[src/rtl/pp_accumulator_if.sv]
// rtl/pp_accumulator_if.sv - partial-product row stream and product result bundle
interface pp_accumulator_if #(
    parameter int WIDTH = 16
);
    logic [WIDTH-1:0]   pp_in;
    logic               pp_valid;
    logic               pp_ready;
    logic [2*WIDTH-1:0] prod;
    logic               prod_valid;
    logic               busy;

    modport master (
        output pp_in, pp_valid,
        input  pp_ready, prod, prod_valid, busy
    );

    modport slave (
        input  pp_in, pp_valid,
        output pp_ready, prod, prod_valid, busy
    );
endinterface

[src/rtl/pp_accumulator.sv]
// rtl/pp_accumulator.sv - shift-add accumulator for partial-product rows with optional low-column truncation
module pp_accumulator #(
    parameter int WIDTH = 16,
    parameter int TRUNC = 0
) (
    input  logic             clk,
    input  logic             rst_n,
    input  logic             clr,
    pp_accumulator_if.slave  pp
);
    localparam int RW = $clog2(WIDTH);
    localparam logic [RW-1:0]      LAST_ROW = RW'(WIDTH - 1);
    localparam logic [2*WIDTH-1:0] MASK     = {(2*WIDTH){1'b1}} << TRUNC;

    typedef enum logic [1:0] {
        IDLE  = 2'd0,
        ACCUM = 2'd1,
        DONE  = 2'd2
    } state_t;

    state_t             state;
    state_t             state_nxt;
    logic [RW-1:0]      row;
    logic [2*WIDTH-1:0] acc;
    logic [2*WIDTH-1:0] prod_q;
    logic [2*WIDTH-1:0] term;
    logic               accept;
    logic               publish;

    assign accept  = pp.pp_valid && pp.pp_ready && !clr;
    assign term    = ({{WIDTH{1'b0}}, pp.pp_in} << row) & MASK;
    // The finished sum is visible in the DONE cycle itself so prod and its pulse coincide.
    assign publish = (state == DONE) && !clr;

    assign pp.pp_ready   = (state != DONE);
    assign pp.busy       = (state == ACCUM);
    assign pp.prod_valid = publish;
    assign pp.prod       = publish ? acc : prod_q;

    always_ff @(posedge clk or negedge rst_n) begin
        if (!rst_n) begin
            state <= IDLE;
        end else begin
            state <= state_nxt;
        end
    end

    always_comb begin
        state_nxt = state;
        if (clr) begin
            state_nxt = IDLE;
        end else begin
            case (state)
                IDLE:    if (accept) state_nxt = ACCUM;
                ACCUM:   if (accept && row == LAST_ROW) state_nxt = DONE;
                DONE:    state_nxt = IDLE;
                default: state_nxt = IDLE;
            endcase
        end
    end

    always_ff @(posedge clk or negedge rst_n) begin
        if (!rst_n) begin
            acc    <= '0;
            row    <= '0;
            prod_q <= '0;
        end else if (clr) begin
            acc <= '0;
            row <= '0;
        end else if (state == DONE) begin
            prod_q <= acc;
            acc    <= '0;
            row    <= '0;
        end else if (accept) begin
            acc <= acc + term;
            row <= row + RW'(1);
        end
    end
endmodule
[src/flat_wrapper.sv]
// flat-port wrapper written by rule: the top's interface ports become plain ports
module pp_accumulator_flat 
#(
    parameter int WIDTH = 16,
    parameter int TRUNC = 0
)
  (clk, rst_n, clr, pp_pp_in, pp_pp_valid, pp_pp_ready, pp_prod, pp_prod_valid, pp_busy);
  pp_accumulator_if #(.WIDTH(WIDTH)) pp_i ();
  input  logic clk;
  input  logic rst_n;
  input  logic clr;
  input wire logic [$bits(pp_i.pp_in)-1:0] pp_pp_in;
  input wire logic [$bits(pp_i.pp_valid)-1:0] pp_pp_valid;
  output wire logic [$bits(pp_i.pp_ready)-1:0] pp_pp_ready;
  output wire logic [$bits(pp_i.prod)-1:0] pp_prod;
  output wire logic [$bits(pp_i.prod_valid)-1:0] pp_prod_valid;
  output wire logic [$bits(pp_i.busy)-1:0] pp_busy;
  assign pp_i.pp_in = pp_pp_in;
  assign pp_i.pp_valid = pp_pp_valid;
  assign pp_pp_ready = pp_i.pp_ready;
  assign pp_prod = pp_i.prod;
  assign pp_prod_valid = pp_i.prod_valid;
  assign pp_busy = pp_i.busy;
  pp_accumulator #(.WIDTH(WIDTH), .TRUNC(TRUNC)) u_core (.clk(clk), .rst_n(rst_n), .clr(clr), .pp(pp_i));
endmodule
[config.mk]
export PLATFORM = sky130hd
export DESIGN_NAME = pp_accumulator_flat
export DESIGN_NICKNAME = d
export VERILOG_FILES = /design/src/rtl/pp_accumulator_if.sv /design/src/rtl/pp_accumulator.sv /design/src/flat_wrapper.sv
export SDC_FILE = /design/constraint.sdc
export NUM_CORES = 1
export LEC_CHECK = 0
export ABC_AREA = 1
export BUFFER_PORTS_ARGS = -buffer_cell sky130_fd_sc_hd__buf_4
export CAP_MARGIN = 10
export CELL_PAD_IN_SITES_DETAIL_PLACEMENT = 1
export CELL_PAD_IN_SITES_GLOBAL_PLACEMENT = 1
export CORE_ASPECT_RATIO = 0.7
export CORE_UTILIZATION = 47
export CTS_BUF_LIST = sky130_fd_sc_hd__clkbuf_4
export DETAILED_ROUTE_END_ITERATION = 10
export GPL_ROUTABILITY_DRIVEN = 0
export MAX_ROUTING_LAYER = met4
export PLACE_DENSITY = 0.92
export SETUP_SLACK_MARGIN = 0.15
export SLEW_MARGIN = 15
export SYNTH_ARGS = -nofsm -noshare
export SYNTH_HDL_FRONTEND = slang
export SYNTH_SLANG_ARGS = --single-unit
[constraint.sdc]
create_clock -name clk -period 6.55 [get_ports clk]
set_clock_uncertainty 0.2 [all_clocks]
set_input_delay 1.965 -clock clk [delete_from_list [all_inputs] [get_ports clk]]
set_output_delay 1.965 -clock clk [all_outputs]
set_load 0.005 [all_outputs]
# --- Word level (Yosys, flattened, before mapping) ---
# Index checks and enable logic that the tools add are counted.
classes:
  muxes: 11
  add_sub_neg: 2
  bitwise: 1
  n_reduce_logical: 9
  eq_ne: 6
  shift: 1
op_table:
  columns: ["cell", "n"]
  rows:
  - ["$mux W32", 4]
  - ["$add A32 B32 Y32", 1]
  - ["$shl A16 B4 Y32", 1]
  - ["$mux W4", 3]
  - ["$mux W2", 3]
  - ["$ne A3 B2 Y1 const B", 2]
  - ["$add A4 B1 Y4 const B", 1]
  - ["$eq A4 B4 Y1 const B", 1]
  - ["$logic_and A1 B1 Y1", 4]
  - ["$pmux W2 S2", 1]
  - ["$reduce_and A2 Y1", 2]
  - ["$reduce_bool A3 Y1", 1]
  - ["$eq A2 B1 Y1 const B", 1]
  - ["$eq A2 B2 Y1 const B", 1]
  - ["$logic_not A2 Y1", 1]
  - ["$ne A2 B2 Y1 const B", 1]
  - ["$logic_not A1 Y1", 1]
  - ["$not A1 Y1", 1]
word_totals:
  regBits: 70
  elab_cells: 34
  in_bits: 20
  out_inout_bits: 35

# --- Longest topological paths before layout ---
depth:
  depth_word: 7
  mapped_depth: 23

# --- Least setup slack after synthesis ---
# Ideal clock, no wire load.
synth_timing:
  path_type: "input -> output"
  startpoint: "in clr"
  endpoint: "out pp_prod[0]"
  path_slack_ps: 1695
  cell_stages: 4
  n_path_buf: 1
  arrival_time_ps: 2690
  path_cell_list: "nor2_1 -> inv_2 -> clkbuf_1 -> o21ai_0"
synth_via:
  elab_chain_len: 3
synth_lines:
  columns: ["item", "line", "source"]
  rows:
  - ["from (decl)", "flat_wrapper.sv:11", "input logic clr;"]
  - ["$logic_not A1 Y1", "pp_accumulator.sv:33", "assign publish = (state == DONE) && !clr;"]
  - ["$logic_and A1 B1 Y1", "pp_accumulator.sv:33", null]
  - ["$mux W32", "pp_accumulator.sv:38", "assign pp.prod = publish ? acc : prod_q;"]
  - ["to (decl)", "flat_wrapper.sv:15", "output wire logic [$bits(pp_i.prod)-1:0] pp_prod;"]
# Every way passes these cells.

# --- Worst setup path in the final report ---
layout_timing:
  startpoint: "in clr"
  endpoint: "out pp_prod[15]"
# Same word-level chain as after synthesis.

==> impl_results.html <==
<table>
<tr><th>Metric</th><th>Value</th></tr>
<tr><th colspan="2">Synthesis</th></tr>
<tr><td>Cell Area, Synth</td><td>5600 µm²</td></tr>
<tr><td>Cell types with the largest area share after synthesis</td><td>sky130_fd_sc_hd__dfrtp_1 31%, sky130_fd_sc_hd__nand2_1 24%, sky130_fd_sc_hd__inv_1 8.0%, sky130_fd_sc_hd__ha_1 7.1%, sky130_fd_sc_hd__o21ai_0 5.5%</td></tr>
<tr><td>Cell with the most instances after synthesis</td><td>sky130_fd_sc_hd__nand2_1</td></tr>
<tr><td>Fraction of the mapped netlist area in adder cells</td><td>0.0751</td></tr>
<tr><td>Syn. warnings</td><td>0</td></tr>
<tr><td>Post-synthesis sequential element count</td><td>70</td></tr>
<tr><td>Top cells by instance count after synthesis</td><td>357 x sky130_fd_sc_hd__nand2_1, 119 x sky130_fd_sc_hd__inv_1, 72 x sky130_fd_sc_hd__nor2_1</td></tr>
<tr><td>Combinational family with the most area after synthesis</td><td>simple AND/OR/NAND/NOR gates</td></tr>
<tr><td>Sequential share of the synthesized area</td><td>0.313</td></tr>
<tr><td>Share of Yosys cell area claimed by the top area cell type</td><td>0.313</td></tr>
<tr><td>Biggest area consumer among synthesized cells</td><td>sky130_fd_sc_hd__dfrtp_1</td></tr>
<tr><td>Complex-gate fraction of the synthesized area</td><td>0.145</td></tr>
<tr><td>Synthesized area per cell</td><td>~6.1 µm²</td></tr>
<tr><td>Fraction of synthesized cell area in xor and xnor cells</td><td>0</td></tr>
<tr><td>Cell count after synthesis</td><td>between 900 and 1k</td></tr>
<tr><td>Number of enable-type register cells in the synthesized netlist</td><td>0</td></tr>
<tr><td>Dominant register cell in the synthesized netlist</td><td>sky130_fd_sc_hd__dfrtp_1</td></tr>
<tr><td>Net Count, Synth</td><td>969</td></tr>
<tr><td>FFs w/ async S/R, synth</td><td>1.00</td></tr>
<tr><td>Simple-Gate Fraction of Synth Area</td><td>0.356</td></tr>
<tr><td>Post-synthesis mux area share</td><td>0.00357</td></tr>
<tr><td>Number of distinct library cell variants in the gate-level netlist after synthesis</td><td>33</td></tr>
<tr><th colspan="2">GRT</th></tr>
<tr><td>GR Overflow Total</td><td>0</td></tr>
<tr><td>Wire length of the first global-routing pass</td><td>31.8 mm</td></tr>
<tr><td>Overall track demand over capacity in global routing</td><td>0.344</td></tr>
<tr><td>Maximum number of pins on one net before global-route repair</td><td>slightly above 70</td></tr>
<tr><td>Via count of the first global-routing pass</td><td>around 6.3k</td></tr>
<tr><td>Antenna violations before repair</td><td>1</td></tr>
<tr><th colspan="2">Placement</th></tr>
<tr><td>Standard cell area after detailed placement</td><td>about 6100 µm²</td></tr>
<tr><td>Port Buffer Count</td><td>54</td></tr>
<tr><td>Post-DP HPWL</td><td>15.5 mm</td></tr>
<tr><td>Number of placed instances, taps included</td><td>1098</td></tr>
<tr><th colspan="2">CTS</th></tr>
<tr><td>Max Root-Sink Buffers</td><td>2</td></tr>
<tr><td>H-tree levels</td><td>3</td></tr>
<tr><td>Number of buffers inserted during clock tree synthesis</td><td>9</td></tr>
<tr><td>Number of clock sinks</td><td>70</td></tr>
<tr><td>Clock latency at the later pin of the worst-skew pair</td><td>0.46 ns</td></tr>
<tr><td>Clock-pin transition on the worst setup and hold timing paths</td><td>between 0.1 and 0.15 ns</td></tr>
<tr><td>Cell at the root of the clock tree</td><td>sky130_fd_sc_hd__clkbuf_4</td></tr>
<tr><td>Post-CTS sizing</td><td>0</td></tr>
<tr><td>Setup Buffers After CTS</td><td>0</td></tr>
<tr><td>Hold buffer count at CTS</td><td>0</td></tr>
<tr><td>Clock tree from TritonCTS</td><td>built</td></tr>
<tr><th colspan="2">Flow run</th></tr>
<tr><td>Max_cap viols</td><td>0</td></tr>
<tr><th colspan="2">STA</th></tr>
<tr><td>RSZ-0062 raised after global routing</td><td>no</td></tr>
<tr><td>Slew of the pin with the lowest slew margin</td><td>around 0.93 ns</td></tr>
<tr><td>Final Hold Vio Count</td><td>0</td></tr>
<tr><td>WHS</td><td>0.289 ns</td></tr>
<tr><td>Fin crit share</td><td>0.851</td></tr>
<tr><td>Setup-violating endpoint count in the final report</td><td>0</td></tr>
<tr><td>Final Slew Violations</td><td>0</td></tr>
<tr><td>Setup TNS</td><td>0 ns</td></tr>
<tr><td>Remaining max-slew budget at the tightest pin</td><td>0.377</td></tr>
<tr><td>Post-layout minimum cycle time</td><td>5.57 ns</td></tr>
<tr><td>Highest Clock Rate</td><td>179 MHz</td></tr>
<tr><th colspan="2">Floorplanning</th></tr>
<tr><td>Num ports</td><td>55</td></tr>
<tr><td>Full die area</td><td>approximately 12000 µm²</td></tr>
<tr><td>Die Width</td><td>roughly 130 µm</td></tr>
<tr><td>Total number of placement rows</td><td>32</td></tr>
<tr><td>Initial Utilization</td><td>0.496</td></tr>
<tr><td>Die Y-Extent</td><td>between 90 and 100 µm</td></tr>
<tr><td>Core outline area</td><td>roughly 11000 µm²</td></tr>
<tr><th colspan="2">Critical path</th></tr>
<tr><td>R2R depth</td><td>15</td></tr>
<tr><td>Required time at the worst-slack endpoint</td><td>4.39 ns</td></tr>
<tr><td>Critical path startpoint category</td><td>primary input</td></tr>
<tr><td>Crit Path Max Fanout</td><td>53</td></tr>
<tr><td>Reg2Reg Setup Slack</td><td>about 2.3 ns</td></tr>
<tr><td>Destination of the worst register-to-register timing path</td><td>u_core.acc[31]</td></tr>
<tr><td>Type of destination of the critical path</td><td>output pin</td></tr>
<tr><td>Worst endpoint data arrival time</td><td>3.41 ns</td></tr>
<tr><td>Type of the setup path with the least slack</td><td>in2out</td></tr>
<tr><td>FF-to-FF Start</td><td>u_core.row[3]</td></tr>
<tr><th colspan="2">Routing</th></tr>
<tr><td>Detail Route Antenna Nets</td><td>0</td></tr>
<tr><td>Detail-routed net length per standard cell</td><td>17.7 µm</td></tr>
<tr><td>Final routed DRC violation total</td><td>0</td></tr>
<tr><td>Number of design-rule violations left by the first detailed-router iteration</td><td>449</td></tr>
<tr><td>Aggregate routed wire length</td><td>around 20 mm</td></tr>
<tr><td>Via count</td><td>6204</td></tr>
<tr><td>First-pass detailed-route iteration total</td><td>5</td></tr>
<tr><td>Vias per cell</td><td>about 5.6</td></tr>
<tr><th colspan="2">Power</th></tr>
<tr><td>P_leak</td><td>around 3.5 nW</td></tr>
<tr><td>Power density relative to cell area</td><td>204 nW/µm²</td></tr>
<tr><td>Largest voltage drop on the vdd net</td><td>0.130 mV</td></tr>
<tr><td>Total chip power</td><td>1.28 mW</td></tr>
<tr><th colspan="2">Min path</th></tr>
<tr><td>Startpoint of the most critical hold path</td><td>u_core.prod_q[28]</td></tr>
<tr><td>Cell count of the worst hold path</td><td>2</td></tr>
<tr><td>Worst min-delay path endpoint</td><td>u_core.prod_q[28]</td></tr>
<tr><td>Type of the worst min-delay path</td><td>reg2reg</td></tr>
<tr><th colspan="2">Cells and area</th></tr>
<tr><td>Count of nets after finishing</td><td>1009</td></tr>
<tr><td>Synth-to-layout area growth</td><td>12.1%</td></tr>
<tr><td>Ratio of cells with drive above 1 in the final layout</td><td>0.0968</td></tr>
<tr><td>Post-layout instance count excluding filler cells</td><td>1115</td></tr>
<tr><td>Final std cell area, no fill</td><td>6280 µm²</td></tr>
<tr><th colspan="2">Status</th></tr>
<tr><td>Status</td><td>finished clean</td></tr>
</table>
==> how the worst max path moves through the flow <==
stage	start	cells past startpoint	end	slack, ns
after floorplan	clr	4	pp_prod[0]	1.69
after global placement	clr	6	pp_prod[9]	1.15
after detailed placement	clr	7	pp_prod[15]	0.97
after CTS	clr	7	pp_prod[15]	0.98
after global routing	clr	6	pp_prod[22]	0.83
final	clr	7	pp_prod[15]	0.98
==> routing by layer <==
metal | track usage | routed length [µm]
met4 | 0.104 | 365
met5 | - | 0
met1 | 0.452 | 9130
met2 | 0.547 | 8940
met3 | 0.0569 | 1310
==> cells by family after synthesis <==
family,Yosys count
and+or+nand+nor,497
AOI/OAI and AO/OA,157
buffers and inverters,157
adders and majority gates,33
muxes,2
DFF,70
==> cell usage in the layout (no fill, tap or decap), types with 2 or more instances in the layout <==
master                      netlist  routed
sky130_fd_sc_hd__inv_2           10      10
sky130_fd_sc_hd__nor2_1          72      72
sky130_fd_sc_hd__nand3_1         40      40
sky130_fd_sc_hd__o21bai_1         5       5
sky130_fd_sc_hd__and2_1           2       2
sky130_fd_sc_hd__bufinv_16        0       2
sky130_fd_sc_hd__buf_4            0      56
sky130_fd_sc_hd__clkbuf_4         0       9
sky130_fd_sc_hd__dfrtp_1         70      70
sky130_fd_sc_hd__inv_1          119     119
sky130_fd_sc_hd__inv_6            0       2
sky130_fd_sc_hd__nor2_2           2       2
sky130_fd_sc_hd__or2_1            2       2
sky130_fd_sc_hd__mux2i_1          2       2
sky130_fd_sc_hd__nand2_1        357     357
sky130_fd_sc_hd__a21oi_1         42      42
sky130_fd_sc_hd__ha_1            32      32
sky130_fd_sc_hd__nor3_1           6       6
sky130_fd_sc_hd__o22ai_1          5       5
sky130_fd_sc_hd__o21ai_0         62      62
sky130_fd_sc_hd__a31oi_1          2       2
sky130_fd_sc_hd__nand4_1          3       3
sky130_fd_sc_hd__o21ai_1         39      39
sky130_fd_sc_hd__nor4_1           2       2
sky130_fd_sc_hd__nand2_2          6       6
==> through the flow <==
step,setup slack [ns],util
2_1_floorplan,1.69,-
3_3_place_gp,1.15,0.540
3_5_place_dp,0.968,0.540
6_report,0.976,0.556
5_1_grt,0.835,0.556
4_1_cts,0.977,0.556
==> registers in the layout (all words and copies together), names as in the netlist <==
| signal | count |
|---|---|
| u_core.acc | 32 |
| u_core.prod_q | 32 |
| u_core.row | 4 |
| u_core.state | 2 |
==> area by class of cell <==
class / count / area, µm²
flip-flops and latches: 70 / 1750
repair buffers: 56 / 420
fillers: 1624 / 5010
multi-input cells: 689 / 3250
inverters: 130 / 488
clock inverters: 7 / 105
well taps: 153 / 191
clock buffers: 9 / 67.6
diodes: 1 / 2.50
==> power breakdown <==
part	total (mW)	leakage, nW	switching [mW]	internal (mW)
Combinational	0.443	2.53	0.313	0.130
Clock	0.354	0.0891	0.194	0.160
Sequential	0.483	0.915	0.0234	0.460
==> critical path, cell delays in order <==
cell                      delay, ns
sky130_fd_sc_hd__buf_4         0.09
sky130_fd_sc_hd__nor2_1        0.04
sky130_fd_sc_hd__buf_4         0.19
sky130_fd_sc_hd__inv_2         0.58
sky130_fd_sc_hd__nand2_1       0.17
sky130_fd_sc_hd__o21ai_0       0.17
sky130_fd_sc_hd__buf_4         0.17
Note: power is estimated with default switching activity, not from simulation.
